===== src/rtl/dmem_store_buffer_pkg.sv =====
// rtl/dmem_store_buffer_pkg.sv - shared entry type, constants and byte merge for the store buffer
package dmem_store_buffer_pkg;

   localparam int BE_W     = 4;
   localparam int WORD_OFS = 2;
   localparam int SB_AW    = 32;

   typedef struct packed {
      logic [SB_AW-1:WORD_OFS] addr;
      logic [31:0]             data;
      logic [BE_W-1:0]         be;
   } sb_entry_t;

   typedef enum logic {
      SB_IDLE,
      SB_ACTIVE
   } sb_state_t;

   function automatic logic [31:0] byte_merge(input logic [31:0]     i_new,
                                              input logic [31:0]     i_old,
                                              input logic [BE_W-1:0] i_be);
      logic [31:0] v_word;
      v_word = i_old;
      for (int b = 0; b < BE_W; b++) begin
         if (i_be[b]) v_word[8*b +: 8] = i_new[8*b +: 8];
      end
      return v_word;
   endfunction

endpackage


===== src/rtl/dmem_store_buffer_fwd_merge.sv =====
// rtl/dmem_store_buffer_fwd_merge.sv - sb_fwd_merge: overlays buffered store bytes on a load word
// Entries are walked oldest to youngest so the youngest byte in each lane wins.
module sb_fwd_merge
   import dmem_store_buffer_pkg::*;
#(
   parameter int DEPTH = 4,
   parameter int PTR_W = $clog2(DEPTH)
) (
   input  sb_entry_t               i_entries [DEPTH],
   input  logic [PTR_W-1:0]        i_head,
   input  logic [PTR_W:0]          i_count,
   input  logic [SB_AW-1:WORD_OFS] i_ld_word,
   input  logic [31:0]             i_mem_rd,
   output logic [31:0]             o_rdata
);

   always_comb begin
      logic [PTR_W-1:0] v_idx;
      v_idx   = i_head;
      o_rdata = i_mem_rd;
      for (int k = 0; k < DEPTH; k++) begin
         v_idx = i_head + PTR_W'(k);
         if ((k < int'(i_count)) && (i_entries[v_idx].addr == i_ld_word)) begin
            o_rdata = byte_merge(i_entries[v_idx].data, o_rdata, i_entries[v_idx].be);
         end
      end
   end

endmodule


===== src/rtl/dmem_store_buffer.sv =====
// rtl/dmem_store_buffer.sv - FIFO store buffer in front of dmem with load forwarding
// Optional same-word coalescing into the youngest entry: STORE_BUF_COALESCE_EN.
module dmem_store_buffer
   import dmem_store_buffer_pkg::*;
#(
   parameter int DEPTH = 4,
   parameter int AW    = 32,
   parameter int PTR_W = $clog2(DEPTH)
) (
   input  logic          clk,
   input  logic          reset,
   input  logic          st_valid,
   output logic          st_ready,
   input  logic [AW-1:0] st_addr,
   input  logic [31:0]   st_wdata,
   input  logic [3:0]    st_be,
   input  logic          ld_req,
   input  logic [AW-1:0] ld_addr,
   output logic [31:0]   ld_rdata,
   input  logic          fence,
   output logic          empty,
   output logic          mem_we,
   output logic [AW-1:0] mem_a,
   output logic [31:0]   mem_wd,
   input  logic [31:0]   mem_rd
);

   localparam int EAW = SB_AW - WORD_OFS;

   sb_entry_t        r_entries [DEPTH];
   logic [PTR_W-1:0] r_head;
   logic [PTR_W-1:0] r_tail;
   logic [PTR_W:0]   r_count;
   sb_state_t        r_state;

   logic [EAW-1:0]   w_st_word;
   logic [EAW-1:0]   w_ld_word;
   logic             w_full;
   logic             w_active;
   logic             w_pop;
   logic             w_merge;
   logic             w_accept;
   logic             w_push;
   logic             w_merge_wr;
   logic             w_unused;

   assign w_st_word = EAW'(st_addr[AW-1:WORD_OFS]);
   assign w_ld_word = EAW'(ld_addr[AW-1:WORD_OFS]);
   assign w_full    = (r_count == (PTR_W+1)'(DEPTH));
   assign w_active  = (r_state == SB_ACTIVE);
   assign w_pop     = !ld_req && w_active;
   assign w_unused  = &{1'b0, st_addr[WORD_OFS-1:0], ld_addr[WORD_OFS-1:0], fence};

`ifdef STORE_BUF_COALESCE_EN
   logic [PTR_W-1:0] w_youngest;
   assign w_youngest = r_tail - PTR_W'(1);
   // A lone entry that is draining this cycle must not absorb new bytes.
   assign w_merge = w_active && (r_entries[w_youngest].addr == w_st_word) &&
                    !(w_pop && (r_count == (PTR_W+1)'(1)));
`else
   assign w_merge = 1'b0;
`endif

   assign st_ready   = !w_full || w_merge;
   assign w_accept   = st_valid && st_ready && (st_be != '0);
   assign w_push     = w_accept && !w_merge;
   assign w_merge_wr = w_accept && w_merge;
   assign empty      = (r_state == SB_IDLE);

   always_comb begin
      mem_we = 1'b0;
      mem_a  = '0;
      mem_wd = '0;
      if (ld_req) begin
         mem_a = {ld_addr[AW-1:WORD_OFS], 2'b00};
      end else if (w_active) begin
         mem_we = 1'b1;
         mem_a  = AW'({r_entries[r_head].addr, 2'b00});
         mem_wd = byte_merge(r_entries[r_head].data, mem_rd, r_entries[r_head].be);
      end
   end

   sb_fwd_merge #(
      .DEPTH (DEPTH),
      .PTR_W (PTR_W)
   ) u_fwd (
      .i_entries (r_entries),
      .i_head    (r_head),
      .i_count   (r_count),
      .i_ld_word (w_ld_word),
      .i_mem_rd  (mem_rd),
      .o_rdata   (ld_rdata)
   );

   always_ff @(posedge clk or posedge reset) begin
      if (reset) begin
         r_head  <= '0;
         r_tail  <= '0;
         r_count <= '0;
         r_state <= SB_IDLE;
         for (int i = 0; i < DEPTH; i++) r_entries[i] <= '0;
      end else begin
         if (w_push) begin
            r_entries[r_tail] <= '{addr: w_st_word, data: st_wdata, be: st_be};
            r_tail            <= r_tail + PTR_W'(1);
         end
`ifdef STORE_BUF_COALESCE_EN
         if (w_merge_wr) begin
            r_entries[w_youngest].data <= byte_merge(st_wdata, r_entries[w_youngest].data, st_be);
            r_entries[w_youngest].be   <= r_entries[w_youngest].be | st_be;
         end
`endif
         if (w_pop) r_head <= r_head + PTR_W'(1);
         r_count <= r_count + (PTR_W+1)'(w_push) - (PTR_W+1)'(w_pop);
         case (r_state)
            SB_IDLE:   if (w_push) r_state <= SB_ACTIVE;
            SB_ACTIVE: if (w_pop && !w_push && (r_count == (PTR_W+1)'(1))) r_state <= SB_IDLE;
            default:   r_state <= SB_IDLE;
         endcase
      end
   end

endmodule


===== config.mk =====
export PLATFORM = sky130hd
export DESIGN_NAME = dmem_store_buffer
export DESIGN_NICKNAME = d
export VERILOG_FILES = /design/src/rtl/dmem_store_buffer_pkg.sv /design/src/rtl/dmem_store_buffer_fwd_merge.sv /design/src/rtl/dmem_store_buffer.sv
export SDC_FILE = /design/constraint.sdc
export NUM_CORES = 1
export LEC_CHECK = 0
export CAP_MARGIN = 0
export CORE_ASPECT_RATIO = 1.5
export CORE_UTILIZATION = 30
export CTS_BUF_LIST = sky130_fd_sc_hd__clkbuf_4
export DETAILED_ROUTE_END_ITERATION = 12
export GPL_ROUTABILITY_DRIVEN = 1
export SYNTH_ARGS = -nofsm -noshare
export SYNTH_HDL_FRONTEND = slang
export SYNTH_SLANG_ARGS = --single-unit
export TNS_END_PERCENT = 30

===== constraint.sdc =====
create_clock -name clk -period 14.03 [get_ports clk]
set_input_delay 2.806 -clock clk [delete_from_list [all_inputs] [get_ports clk]]
set_output_delay 2.806 -clock clk [all_outputs]
set_load 0.005 [all_outputs]

# Word level (Yosys, flattened, before mapping)
# Cells that the tools add are included.
totals:
  output_inout_bits: 99
  inputBits: 137
  ff_bits: 272
  word_cells: 102
op_classes:
  n_reduce_logical: 14
  order_cmp: 10
  n_mux: 44
  bitwise_logic: 6
  n_addsub: 6
  eq_ne: 6
ops:
  columns: ["cell", "count"]
  rows:
  - ["66-bit 2-to-1 mux", 9]
  - ["66-bit binary-select mux with 2-bit select", 4]
  - ["264-bit bitwise mux", 1]
  - ["32-bit 2-to-1 mux", 8]
  - ["66-bit demux with 2-bit select", 1]
  - ["8-bit 2-to-1 mux", 16]
  - ["30-bit == test", 4]
  - ["3-bit >= comparator, second input constant", 5]
  - ["2-bit inverter with 3-bit output", 5]
  - ["1-bit logical AND", 10]
  - ["1-bit by 3-bit less-than comparator with 1-bit output, first input constant", 2]
  - ["2-bit by 3-bit less-than comparator with 1-bit output, first input constant", 2]
  - ["2-bit by 1-bit adder with 2-bit output, second input constant", 2]
  - ["2-bit adder, second input constant", 2]
  - ["1-bit 2-to-1 mux", 4]
  - ["4-bit nonzero test", 1]
  - ["3-bit by 1-bit adder with 3-bit output", 1]
  - ["3-bit by 1-bit == test with 1-bit output, second input constant", 1]
  - ["3-bit == test, second input constant", 1]
  - ["1-bit logical NOT", 3]
  - ["3-bit by 1-bit less-than comparator with 1-bit output, second input constant", 1]
  - ["3-bit by 1-bit subtractor with 3-bit output", 1]
  - ["1-bit case mux with 2 select lines", 1]
  - ["1-bit inverter", 1]

# Logic depth before layout (Yosys ltp)
# Gate-level depths: netlist of the first run.
logic_depth:
  ltp_word: 13
  depth_mapped: 18

# Hierarchy
# Synthesis of the first run repeated with hierarchy kept, for this count alone.
hier_totals:
  cells_unflattened: 2054
  hier_area_um2: 22272.6
by_module_without_submodules:
  columns: ["mod", "seq_area_each_um2", "instances", "cells_each", "area_each_um2"]
  rows:
  - ["dmem_store_buffer", 6806.5, 1, 790, 12777.3]
  - ["sb_fwd_merge", 0.0, 1, 1264, 9495.4]

# Least setup slack after synthesis of the first run
# No wires, ideal clock.
synth_path:
  path_kind: "input -> output"
  start: "input ld_addr[18]"
  end: "output ld_rdata[1]"
  arrival_time_ns: 5.284
  path_stages: 10
  path_slack_ns: 5.940
  required_time_ns: 11.224
  cell_sequence: "clkbuf_1 nor3_1 a211o_1 or4_1 nor4_4 and3_1 buf_4 buf_2 a32oi_1 o211a_1"
synth_via:
  elab_chain_cells: 9
  elab_cells_between_ends: 15
  classes_between: "eq/ne (4); mux (7); reduce/logical (4)"
synth_rtl:
  columns: ["element", "line_no", "source"]
  rows:
  - ["start, declared", "dmem_store_buffer.sv:18", "input logic [AW-1:0] ld_addr,"]
  - ["30-bit == test", "dmem_store_buffer_fwd_merge.sv:23", "if ((k < int'(i_count)) && (i_entries[v_idx].addr == i_ld_word)) begin"]
  - ["1-bit logical AND", "dmem_store_buffer_fwd_merge.sv:23", null]
  - ["32-bit 2-to-1 mux", "dmem_store_buffer_fwd_merge.sv:23", null]
  - ["8-bit 2-to-1 mux", "dmem_store_buffer_pkg.sv:25", "if (i_be[b]) v_word[8*b +: 8] = i_new[8*b +: 8];"]
  - ["32-bit 2-to-1 mux", "dmem_store_buffer_fwd_merge.sv:23", null]
  - ["8-bit 2-to-1 mux", "dmem_store_buffer_pkg.sv:25", null]
  - ["32-bit 2-to-1 mux", "dmem_store_buffer_fwd_merge.sv:23", null]
  - ["8-bit 2-to-1 mux", "dmem_store_buffer_pkg.sv:25", null]
  - ["32-bit 2-to-1 mux (*)", "dmem_store_buffer_fwd_merge.sv:23", null]
  - ["end, declared", "dmem_store_buffer.sv:19", "output logic [31:0] ld_rdata,"]
# Every way passes the cells marked *; elsewhere a longest branch is shown, timed or not.

# Worst setup path after layout of the first run
layout_path:
  start: "input ld_addr[6]"
  end: "output ld_rdata[11]"
# Same word-level chain as after synthesis.

==> results of run 1 <==
[cells by family after synthesis]
kind of cell    synth area share
simple gates              0.0910
fa+ha+maj                0.00644
compound gates             0.125
xor+xnor                  0.0421
other cells             0.000182
buf+inv                   0.0471
flops                      0.331
mux                        0.358
[metrics by stage]
step | cell area, um^2 | cells
global placement | 23400 | 2905
CTS | 24400 | 3037
finish | 24400 | 3043
detailed placement | 23400 | 2905
global route | 24400 | 3040
floorplan | 20600 | 1920
[power by group through the flow]
stage | combinational [uW] | sequential, uW | clock [uW]
final | 3840 | 1570 | 781
after global routing | 4090 | 1630 | 853
after CTS | 3840 | 1560 | 814
after detailed placement | 3820 | 1570 | 0
after global placement | 3770 | 1530 | 0
after floorplan | 2730 | 1430 | 0
[state kept, by name, summed over array words and instances (netlist names)]
register   flops
r_tail         2
r_head         2
r_state        1
r_entries    264
r_count        3
[worst register-to-register path, stage by stage (launching register included)]
cell	delay, ps
dfrtp_1	480
nand2b_1	370
inv_2	600
buf_4	590
ha_1	320
inv_1	60
ha_1	130
inv_1	50
fa_1	410
xor2_1	180
[cells in the mapped netlist, types with 27 or more instances]
cell type	instances	area, um^2
nand2_1	124	465
inv_1	27	101
xnor2_1	71	622
xor2_1	28	245
nor2_1	59	221
dfrtp_1	272	6810
and2_1	44	275
mux2i_1	243	2430
a211oi_1	37	278
mux4_2	29	653
a21oi_1	52	260
clkbuf_1	80	300
o21ai_0	62	310
buf_2	37	185
mux2_2	362	4080
[placed cells by master (no fill, tap or decap), types with 23 or more instances in the layout]
cell type and n:
xnor2_1 71, o21ai_0 62, mux2i_1 243, nor2_1 59
buf_4 23, clkbuf_4 109, nand2_1 120, xor2_1 28
a211oi_1 37, mux4_2 29, inv_1 25, and2_1 44
mux2_2 362, a21oi_1 52, clkdlybuf4s50_1 228, dfrtp_1 270
[area by class of cell]
class                   instances  area (um^2)
diodes                          6         15.0
clock buffers                 109          818
clock inverters                23          173
fillers                      6913        43500
inverters                      28          115
multi-input cells            1461        12900
flip-flops and latches        272         6810
well taps                     892         1120
repair buffers                252         2470
[per-layer routing]
layer	up-vias	share of wire	GRT usage
met3	174	0.057	0.0459
met1	8412	0.38	0.234
met2	627	0.51	0.388
li1	7557	-	-
met4	4	0.055	0.118
met5	-	0.00034	0
[worst paths after layout]
| path | from | end | cells after the start |
|---|---|---|---|
| setup / recovery | ld_addr[6] | ld_rdata[11] | 10 |
| hold reg to reg | r_entries[146]$_DFFE_PP0P_ | r_entries[146]$_DFFE_PP0P_ | 1 |
| hold / removal | r_entries[146]$_DFFE_PP0P_ | r_entries[146]$_DFFE_PP0P_ | 1 |
| min in group asynchronous | reset | r_entries[125]$_DFFE_PP0P_ | 2 |
| max in group asynchronous | reset | r_entries[202]$_DFFE_PP0P_ | 4 |
| setup reg to reg | r_state$_DFF_PP0_ | r_count[2]$_DFF_PP0_ | 9 |
==> impl_metrics.ini, run 1 <==
[outcome]
status = finished clean

[power_and_ir_drop]
total_power_uw = 6200
vdd_ir_drop_max_mv = 0.140
p_seq_frac = 0.254
intPower_uw = 3390
switching_share = 0.454
clockPowerShare = 0.126
power_density_nw_per_um2 = 254
switching_power_uw = 2810
leakagePower_uw = 0.0101
power_frac_comb = 0.620

[cts]
cts_buffer_depth = 3
htree_num_levels = 3
root_buffer = clkbuf_4
clk-insertion-delay-late_ps = 840
clk_pin_slew_ps = 70
clock_sinks = 272
cts_resized = 0
cts_tree = built
cts_setup_buffers = 0
numCtsBuffers = 78
holdBufCountCts = 0

[sta]
period_minus_slack_ps = 10880
fin_worst_skew_ps = 42.2
worst_pin_slew_ps = 1260
holdWs_ps = 524
finalCritPeriodShare = 0.775
maxSlewHeadroom = 0.162
setup_violations = 0
fin_setup_tns_ps = 0
fmax_ghz = 0.0919
drv_slew = 0
fin_ws_ps = 3150
hold_viol = 0
grt_setup_unrepaired = false

[critical_path]
worstSetupPathType = input port to output port
r2r_slack_ps = 10720
cpMaxStageDelayCell = clkdlybuf4s50_1
start_kind = input port
critPathTopFamily = compound AO/OA/AOI/OAI gates
worst_path_largest_cell_delay_ps = 970
path_cells = clkdlybuf4s50_1 -> o21ai_0 -> a2111oi_0 -> a2bb2o_1 -> nor4_4 -> nand2_2 -> a211oi_2 -> o311ai_0 -> o21ai_1 -> clkdlybuf4s50_1
crit_fanout = 15
path_buf_inv = 2
crit_arrival_ps = 8070
cp-end-kind = output port
required_ps = 11220
crit_top_cell = clkdlybuf4s50_1

[min_path]
hold_path_class = register to register

[final_layout]
layout-drive-gt1-share = 0.276
nNetsFinal = 2240
final_util = 0.359
area_growth_pct = 18.4

[grt]
grt_pass1_vias = 17400
grt_use_total = 0.215
grt_pass1_wl_mm = 112
antenna_found_initial = 7
grt_overflow_total = 0
grt_max_degree = 157

[detailed_routing]
num_vias = 16800
firstDrtPassIters = 5
routedWlPerCell_um = 24.9
drt_iter0_drc = 1113
route.detailed.drc = 0
drt-total-wl_mm = 75.7
post_drt_via_cell_ratio = 5.51
ant_nets = 0

[synthesis]
synthCells = 1919
avgSynthCellArea_um2 = 10.7
yosysWarnings = 0
yosys_register_bits = 272
synthArstFlopShare = 1.00
synth-seq-area-share = 0.331
synthFlopType = dfrtp_1
synth-edff-count = 0
synth_area_um2 = 20600
synth_cell_types = 95

[floorplanning]
initial_core_util = 0.303
core_um2 = 67900
ios = 236
rows = 117
die_y_um = 323
die_x_um = 216
die-area_um2 = 69700

[place]
io_buffers = 228
hpwl_mm = 53.8
pre_cts_slack_ps = 3290
gp_congestion = 0.981

[run]
drv_cap = 0
(Power assumes the default switching activity.)
==> inputs of run 2 (changes only) <==
==> constraint.sdc (replaced) <==
create_clock -name clk -period 11.25 [get_ports clk]
set_input_delay 2.25 -clock clk [delete_from_list [all_inputs] [get_ports clk]]
set_output_delay 2.25 -clock clk [all_outputs]
set_load 0.005 [all_outputs]
==> run 2 against run 1 <==
  * Clock power grew 26%
  * Sequential cell count stayed put
  * Combinational power up 24%
  * Critical path depth did not move
  * Utilization is 0.12 points higher
  * Cell area increased by 0.33%
  * First-iteration DRC count down 15%
  * Clock-buffer cell count increased by 14
  * Global-route usage fell by 0.12 points
  * Largest cell class unchanged
==> impl_metrics.ini, run 2 (synthesis results as in run 1) <==
[sta]
grt_setup_unrepaired = false
drv_slew = 0
hold_viol = 0
fin_ws_ps = 1920
fin_setup_tns_ps = 0
finalCritPeriodShare = 0.830
setup_violations = 0
maxSlewHeadroom = 0.196
fmax_ghz = 0.107
worst_pin_slew_ps = 1210
period_minus_slack_ps = 9330
fin_worst_skew_ps = 44.4

[critical_path]
worstSetupPathType = input port to output port
path_cells = clkdlybuf4s50_1 -> o22a_1 -> o22ai_1 -> or4_1 -> nor4_4 -> and3_1 -> a2111oi_0 -> a311oi_1 -> o211a_1 -> clkdlybuf4s50_1
cp-end-kind = output port
worst_path_largest_cell_delay_ps = 1070
cpMaxStageDelayCell = clkdlybuf4s50_1
crit_arrival_ps = 7080
crit_fanout = 20
start_kind = input port
required_ps = 9000
crit_top_cell = clkdlybuf4s50_1

[final_layout]
fin_area_um2 = 24500
top_register = r_entries
area_growth_pct = 18.8
layout_commonest_cell = mux2_2
layout-drive-gt1-share = 0.280
nNetsFinal = 2244
reg.largest.list = r_entries (264), r_count (3)
mostFrequentLayoutCells = 362 x mux2_2, 270 x dfrtp_1, 243 x mux2i_1, 228 x clkdlybuf4s50_1, 123 x clkbuf_4
finalNonFillerCells = 3057
largest_reg_flops = 264
final_util = 0.360

[grt]
grt_max_degree = 123
grt_pass1_wl_mm = 112
antenna_found_initial = 7
grt_overflow_total = 0
grt_use_total = 0.214
grt_pass1_vias = 17800

[detailed_routing]
firstDrtPassIters = 7
route.detailed.drc = 0
drt-total-wl_mm = 75.3
routedWlPerCell_um = 24.6
drt_iter0_drc = 944
post_drt_via_cell_ratio = 5.52
num_vias = 16900
ant_nets = 0

[floorplanning]
die_y_um = 323
initial_core_util = 0.303
die-area_um2 = 69700
ios = 236
die_x_um = 216
rows = 117
core_um2 = 67900

[cts]
clk-insertion-delay-late_ps = 820
root_buffer = clkbuf_4
numCtsBuffers = 79
cts_buffer_depth = 3
clk_pin_slew_ps = 60
cts_resized = 0
cts_tree = built
holdBufCountCts = 0
cts_setup_buffers = 0
htree_num_levels = 3
clock_sinks = 272

[outcome]
status = finished clean

[power_and_ir_drop]
switching_power_uw = 3500
power_frac_comb = 0.617
leakagePower_uw = 0.0101
switching_share = 0.453
vdd_ir_drop_max_mv = 0.215
power_density_nw_per_um2 = 316
p_seq_frac = 0.256
clockPowerShare = 0.128
intPower_uw = 4220

[place]
hpwl_mm = 54.5
placed_cell_area_um2 = 23400
pre_cts_slack_ps = 1970
io_buffers = 228
dp_cells = 2908
gp_congestion = 0.989

[min_path]
hold_path_class = register to register

[run]
drv_cap = 0
==> run 2: critical path: cells and delay by family <==
kind	cells	cell delay [ps]
buffers and inverters	2	1590
AOI/OAI and AO/OA	5	1130
and+or+nand+nor	3	2090
==> run 2: stage by stage <==
| stage | power [uW] | hold slack, ps |
|---|---|---|
| after floorplan | 5190 | 488 |
| after global placement | 6600 | 499 |
| after detailed placement | 6720 | 513 |
| after CTS | 7760 | 525 |
| after global routing | 8200 | 537 |
| final | 7720 | 521 |
==> run 2: cell type report <==
class / count / area (um^2)
Clock buffer: 123 / 923
Tap cell: 892 / 1120
Multi-Input combinational cell: 1461 / 12900
Clock inverter: 23 / 121
Fill cell: 6904 / 43500
Inverter: 28 / 115
Timing Repair Buffer: 255 / 2510
Antenna cell: 3 / 7.51
Sequential cell: 272 / 6810
==> run 2: worst paths after layout <==
check | startpoint | endpoint | slack [ps] | cells past startpoint
hold / removal | r_entries[25]$_DFFE_PP0P_ | r_entries[25]$_DFFE_PP0P_ | 520 | 1
min in group asynchronous | reset | r_entries[165]$_DFFE_PP0P_ | 2020 | 2
max in group asynchronous | reset | r_entries[144]$_DFFE_PP0P_ | 7540 | 3
hold reg to reg | r_entries[25]$_DFFE_PP0P_ | r_entries[25]$_DFFE_PP0P_ | 520 | 1
setup reg to reg | r_state$_DFF_PP0_ | r_count[2]$_DFF_PP0_ | 8050 | 9
setup / recovery | ld_addr[25] | ld_rdata[4] | 1920 | 10
==> run 2: power groups by stage <==
stage	clock network, uW	registers [uW]	logic (uW)
2_1_floorplan	0	1780	3410
3_3_place_gp	0	1930	4670
4_1_cts	1030	1960	4770
6_report	985	1970	4760
3_5_place_dp	0	1980	4740
5_1_grt	1070	2050	5080
==> run 2: per-layer routing <==
metal | track usage | vias up | share of wire
met5 | 0 | - | 0.00090
met1 | 0.225 | 8491 | 0.37
met3 | 0.0417 | 198 | 0.054
li1 | - | 7595 | -
met2 | 0.390 | 582 | 0.51
met4 | 0.135 | 10 | 0.062
